### src/rtl/ccheck_pkg.sv
// Shared types and default sizing for the commit trace path.
// trace_rec_t is the record the host sees: sequence stamp followed by the checker bundle.
package ccheck_pkg;

  localparam int DATA_W    = 32;
  localparam int SEQ_W     = 16;
  localparam int DEF_DEPTH = 16;
  localparam int DEF_CNT_W = 16;

  typedef struct packed {
    logic [SEQ_W-1:0]  seq;
    logic [DATA_W-1:0] pc;
    logic [DATA_W-1:0] rs;
    logic [DATA_W-1:0] rt;
    logic [DATA_W-1:0] rd;
  } trace_rec_t;

  localparam int REC_W = $bits(trace_rec_t);

endpackage

### src/rtl/trace_fifo.sv
// Generic first-word-fall-through FIFO: memory array plus a registered head,
// so the read side never sees a combinational path from the write side.
module trace_fifo #(
  parameter int W     = 8,
  parameter int DEPTH = 16
) (
  input  logic                     clk,
  input  logic                     rst_n,
  input  logic                     i_push,
  input  logic                     i_pop,
  input  logic                     i_flush,
  input  logic [W-1:0]             i_wdata,
  output logic [W-1:0]             o_rdata,
  output logic [$clog2(DEPTH):0]   o_level,
  output logic                     o_full,
  output logic                     o_empty
);

  localparam int AW = $clog2(DEPTH);
  localparam int LW = AW + 1;
  localparam logic [LW-1:0] FULL_LVL = LW'(DEPTH);

  logic [W-1:0]  r_mem [DEPTH];
  logic [AW-1:0] r_wptr;
  logic [AW-1:0] r_rptr;
  logic [LW-1:0] r_level;
  logic          r_full;
  logic          r_valid;
  logic [W-1:0]  r_head;

  logic          w_push;
  logic          w_pop;
  logic [AW-1:0] w_rptr_nxt;
  logic [LW-1:0] w_level_nxt;
  logic [W-1:0]  w_head_nxt;

  // Flush wins over both sides; a push into a full FIFO needs a same-cycle pop.
  assign w_pop  = i_pop && r_valid && !i_flush;
  assign w_push = i_push && !i_flush && (!r_full || w_pop);

  always_comb begin
    w_rptr_nxt  = r_rptr + AW'(w_pop);
    w_level_nxt = r_level;
    w_head_nxt  = r_head;
    if (i_flush) begin
      w_level_nxt = '0;
    end else begin
      case ({w_push, w_pop})
        2'b10:   w_level_nxt = r_level + 1'b1;
        2'b01:   w_level_nxt = r_level - 1'b1;
        default: w_level_nxt = r_level;
      endcase
    end
    // The entry being written this edge becomes the head only when it lands at the new read pointer.
    if (w_level_nxt != '0) begin
      if (w_push && (w_rptr_nxt == r_wptr)) begin
        w_head_nxt = i_wdata;
      end else begin
        w_head_nxt = r_mem[w_rptr_nxt];
      end
    end
  end

  always_ff @(posedge clk) begin
    if (w_push) begin
      r_mem[r_wptr] <= i_wdata;
    end
  end

  always_ff @(posedge clk or negedge rst_n) begin
    if (!rst_n) begin
      r_wptr  <= '0;
      r_rptr  <= '0;
      r_level <= '0;
      r_full  <= 1'b0;
      r_valid <= 1'b0;
      r_head  <= '0;
    end else begin
      r_wptr  <= i_flush ? '0 : (r_wptr + AW'(w_push));
      r_rptr  <= i_flush ? '0 : w_rptr_nxt;
      r_level <= w_level_nxt;
      r_full  <= (w_level_nxt == FULL_LVL);
      r_valid <= (w_level_nxt != '0);
      r_head  <= w_head_nxt;
    end
  end

  assign o_rdata = r_head;
  assign o_level = r_level;
  assign o_full  = r_full;
  assign o_empty = !r_valid;

endmodule

### src/rtl/commit_trace_buffer.sv
// Stamps each committed instruction with a sequence number and buffers it for the host.
// Output handshake: a record transfers on any edge where out_valid && out_ready; out_valid is registered.
module commit_trace_buffer
  import ccheck_pkg::*;
#(
  parameter int DEPTH = DEF_DEPTH,
  parameter int CNT_W = DEF_CNT_W
) (
  input  logic                   clk,
  input  logic                   rst_n,
  input  logic                   commit_valid,
  input  logic [DATA_W-1:0]      pc,
  input  logic [DATA_W-1:0]      rs_value,
  input  logic [DATA_W-1:0]      rt_value,
  input  logic [DATA_W-1:0]      rd_value,
  input  logic                   flush,
  output logic                   out_valid,
  input  logic                   out_ready,
  output trace_rec_t             out_rec,
  output logic [$clog2(DEPTH):0] level,
  output logic                   full,
  output logic [CNT_W-1:0]       overflow_cnt
);

  logic [SEQ_W-1:0] r_seq;
  logic [CNT_W-1:0] r_ovf;

  logic       w_empty;
  logic       w_pop;
  logic       w_push;
  logic       w_drop;
  trace_rec_t w_rec;
  trace_rec_t w_head;

  assign out_valid = !w_empty;
  assign w_pop     = out_valid && out_ready && !flush;
  assign w_push    = commit_valid && !flush && (!full || w_pop);
  assign w_drop    = commit_valid && !flush && full && !w_pop;

  always_comb begin
    w_rec    = '0;
    w_rec.seq = r_seq;
    w_rec.pc  = pc;
    w_rec.rs  = rs_value;
    w_rec.rt  = rt_value;
    w_rec.rd  = rd_value;
  end

  trace_fifo #(
    .W     (REC_W),
    .DEPTH (DEPTH)
  ) u_fifo (
    .clk     (clk),
    .rst_n   (rst_n),
    .i_push  (w_push),
    .i_pop   (w_pop),
    .i_flush (flush),
    .i_wdata (w_rec),
    .o_rdata (w_head),
    .o_level (level),
    .o_full  (full),
    .o_empty (w_empty)
  );

  assign out_rec = w_head;

  // Sequence advances on every presented commit, even dropped or flushed ones, so gaps reveal loss.
  always_ff @(posedge clk or negedge rst_n) begin
    if (!rst_n) begin
      r_seq <= '0;
    end else if (commit_valid) begin
      r_seq <= r_seq + 1'b1;
    end
  end

  always_ff @(posedge clk or negedge rst_n) begin
    if (!rst_n) begin
      r_ovf <= '0;
    end else if (flush) begin
      r_ovf <= '0;
    end else if (w_drop && (r_ovf != '1)) begin
      r_ovf <= r_ovf + 1'b1;
    end
  end

  assign overflow_cnt = r_ovf;

endmodule

### config.mk
export PLATFORM = sky130hd
export DESIGN_NAME = commit_trace_buffer
export DESIGN_NICKNAME = d
export VERILOG_FILES = /design/src/rtl/ccheck_pkg.sv /design/src/rtl/trace_fifo.sv /design/src/rtl/commit_trace_buffer.sv
export SDC_FILE = /design/constraint.sdc
export NUM_CORES = 2
export LEC_CHECK = 0
export CORE_MARGIN = 3
export CORE_UTILIZATION = 35
export CTS_CLUSTER_DIAMETER = 60
export DETAILED_ROUTE_END_ITERATION = 12
export PLACE_DENSITY = 0.48
export RECOVER_POWER = 100
export SLEW_MARGIN = 20
export SYNTH_ARGS = -nofsm -noshare
export SYNTH_HDL_FRONTEND = slang
export SYNTH_SLANG_ARGS = --single-unit
### constraint.sdc
create_clock -name clk -period 34.1 [get_ports clk]
set_clock_uncertainty 0.2 [all_clocks]
set_input_delay 6.82 -clock clk [delete_from_list [all_inputs] [get_ports clk]]
set_output_delay 6.82 -clock clk [all_outputs]
set_load 0.005 [all_outputs]
==> impl_metrics.csv <==
group,metric,value,unit
routing,ant_nets,0,
synth,synthTopCellsByCount,"edfxtp_1, mux4_2, mux2_2",
critical_path,critical_path.startpoint_type,"input pin",
grt,overflow,0,
outcome,status,"finished, violations left",
grt,antenna_found_initial,64,
clock_tree,insertion_delay,0.83,ns
critical_path,reg2regPathDepth,12,
synth,ys_warn_count,0,
synth,synth_top_area_share,0.721,
power,internal_power,5.66,mW
timing,timing.final.crit_period,20.20,ns
layout,fin_nets,4520,
synth,synth.distinct_cells,37,
critical_path,crit_required,34.58,ns
floorplan,start_util,0.353,
layout,area_delta_synth_final,16.8,%
clock_tree,clk_pin_slew,0.05,ns
placement,place_hpwl,122000,um
routing,via_per_inst,5.27,
critical_path,crit_fanout,34,
outcome,violations,"capacitance limit, slew limit",
clock_tree,cts_root_buf,"clkbuf_16",
critical_path,startpoint,"flush",
timing,setup_viol,0,
clock_tree,cts_made_buffers,288,
routing,via_count,43200,
routing,drtIter0Drc,3884,
synth,syn_avg_cell_area,24.6,um2
hold_path,hp-class,"flip-flop to flip-flop",
grt,grt_first_pass_wirelength,356000,um
floorplan,die_area,280000,um2
synth,syn-num-nets,4043,
routing,wirelength,250000,um
critical_path,r2r_setup_slack,21.20,ns
layout,final_core_utilization,0.412,
timing,worst_slew_pin_slew,9.57,ns
floorplan,rows,191,
layout,final_cells,8203,
synth,synth_edf_count,2304,
floorplan,die_width,530,um
critical_path,crit_slowest_cell,"clkbuf_1",
power,vdd_drop_max,0.0399,mV
grt,track_usage,0.178,
critical_path,r2r_end,"u_fifo.o_rdata[79]$_DFFE_PN0P_",
critical_path,r2r_start,"u_fifo.r_valid$_DFF_PN0_",
placement,gp_congestion,0.683,
synth,synthMostInstantiatedCell,"edfxtp_1",
placement,place_ws,21.12,ns
floorplan,die_h,530,um
floorplan,core_area,272000,um2
layout,drive_gt1_frac,0.302,
synth,ys_ff_latch,2495,
critical_path,cp-endpoint,"u_fifo.o_rdata[79]$_DFFE_PN0P_",
critical_path,arrival,20.68,ns
placement,dpl-instance-area,103000,um2
grt,grt_pass1_vias,46000,
clock_tree,cts_setup_buffers,0,
clock_tree,ctsResizeCount,0,
placement,port_buffers,299,
timing,holdWs,0.274,ns
critical_path,slowest_delay,3.31,ns
routing,drcViolationCount,0,
timing,fmax,49.5,MHz
clock_tree,cts_buffer_depth,4,
timing,setup_slack,13.90,ns
power,p_sw_frac,0.225,
layout,stdcell_area,112000,um2
power,pwr-share-comb,0.097,
grt,grt_start_max_net_pins,119,
hold_path,hold_depth,1,
timing,rsz0062_at_grt,"false",
timing,slew_violations,3057,
critical_path,worstSetupPathType,"input pin to flip-flop",
critical_path,worstPathCellList,"dlygate4sd3_1, clkbuf_1, nor2_1, ha_4, ha_1, xnor2_1, clkbuf_1, clkbuf_1, clkbuf_1, clkbuf_1, mux4_2, mux2_2, mux2_1",
floorplan,ios,300,
synth,synth-seq-area-share,0.771,
routing,wire_per_inst,30.5,um
power,seq_power_share,0.491,
timing,tns,0,ns
power,clkPwrFrac,0.412,
power,power_density,65.2,nW/um2
power,power_leakage,35.0,nW
critical_path,worstSetupEndpointType,"flip-flop",
synth,ys_dominant_reg_cell,"edfxtp_1",
synth,synth_area_leaders,"edfxtp_1, mux4_2, dfrtp_1, mux2_2, mux2_4",
clock_tree,cts_sinks,2495,
power,p_sw,1.64,mW
timing,period_share,0.592,
routing,first_pass_iters,5,
synth,async_flop_share,0.0766,
synth,syn_inst,3901,
placement,place_inst,7658,
synth,synth_area,95900,um2
timing,slew-limit-headroom,-5.38,
timing,hold_viol,0,
synth,synth_top_area_cell,"edfxtp_1",
job,cap_violations,71,
clock_tree,cts_tree,"built",
clock_tree,htreeDepth,5,
power,p_total,7.30,mW
critical_path,crit_top_cell,"clkbuf_1",
clock_tree,ctsHoldBuffers,0,
-- power by group through the flow --
stage               clock, mW  combinational [mW]  sequential [mW]
global placement            0               0.777             3.66
global route             3.22               0.768             3.60
detailed placement          0               0.779             3.65
finish                   3.01               0.705             3.58
floorplan                   0               0.406             3.60
CTS                      3.10               0.782             3.59
-- how the worst min path moves through the flow --
stage / end / slack [ns] / startpoint
4_1_cts: u_fifo.o_rdata[1]$_DFFE_PN0P_ / 0.31 / u_fifo.o_rdata[1]$_DFFE_PN0P_
3_3_place_gp: u_fifo.o_rdata[6]$_DFFE_PN0P_ / 0.29 / u_fifo.o_rdata[6]$_DFFE_PN0P_
5_1_grt: u_fifo.o_rdata[100]$_DFFE_PN0P_ / 0.30 / u_fifo.o_rdata[100]$_DFFE_PN0P_
3_5_place_dp: u_fifo.o_rdata[138]$_DFFE_PN0P_ / 0.30 / u_fifo.o_rdata[138]$_DFFE_PN0P_
6_report: u_fifo.o_rdata[100]$_DFFE_PN0P_ / 0.27 / u_fifo.o_rdata[100]$_DFFE_PN0P_
2_1_floorplan: u_fifo.o_rdata[105]$_DFFE_PN0P_ / 0.31 / u_fifo.o_rdata[105]$_DFFE_PN0P_
-- final cells by class --
cell class              instances  area (um2)
flip-flops and latches       2495       74000
fillers                     23600      160000
inverters                       5        18.8
clock inverters               107        1060
diodes                         25        62.6
clock buffers                 413        8200
repair buffers                388        3470
multi-input cells            1200       20800
well taps                    3570        4470
-- layout by cell type, fill, tap and decap left out, types with 7 or more instances in the layout --
| master | synthesis | routed |
|---|---|---|
| diode_2 | 0 | 25 |
| inv_6 | 0 | 9 |
| xnor2_1 | 17 | 17 |
| nand2_1 | 20 | 20 |
| clkinv_2 | 0 | 31 |
| nand3_1 | 15 | 15 |
| buf_4 | 31 | 21 |
| nor2b_1 | 7 | 7 |
| mux2_2 | 246 | 226 |
| clkinv_1 | 0 | 36 |
| clkbuf_1 | 90 | 148 |
| dlygate4sd3_1 | 0 | 297 |
| mux2_4 | 44 | 17 |
| ha_1 | 9 | 8 |
| nand4_1 | 11 | 11 |
| xor2_1 | 25 | 24 |
| mux2_1 | 0 | 47 |
| mux4_2 | 720 | 720 |
| nor2_1 | 44 | 44 |
| edfxtp_1 | 2304 | 2304 |
| clkbuf_8 | 0 | 31 |
| clkbuf_16 | 0 | 298 |
| dfrtp_1 | 191 | 191 |
| bufinv_16 | 0 | 15 |
-- flip-flops by register name, summed over array words and instances, names as in the netlist --
| name | count |
|---|---|
| u_fifo.r_rptr | 4 |
| overflow_cnt | 16 |
| u_fifo.o_level | 5 |
| u_fifo.r_mem | 2304 |
| u_fifo.r_wptr | 4 |
| u_fifo.r_valid | 1 |
| u_fifo.o_rdata | 144 |
| u_fifo.o_full | 1 |
| r_seq | 16 |
-- worst max-delay path, delay by kind of cell --
family | cells | cell delay [ns]
buf+inv | 6 | 11.45
xor+xnor | 1 | 0.20
mux | 3 | 1.28
simple gates | 1 | 0.31
fa+ha+maj | 2 | 0.45
-- metal layers --
layer	global-route usage	share of wire
met2	0.294	0.49
met1	0.245	0.43
met5	0	0.00050
met3	0.0307	0.052
met4	0.0446	0.022
-- cell families after synthesis --
| logic type | synth area share |
|---|---|
| adder cells (fa/ha/maj) | 0.00117 |
| buffers and inverters | 0.0118 |
| flip-flops | 0.771 |
| AND/OR/NAND/NOR | 0.00614 |
| multiplexers | 0.205 |
| XOR/XNOR | 0.00383 |
| AO/OA/AOI/OAI | 0.00106 |
Note: power is estimated with default switching activity, not from simulation.
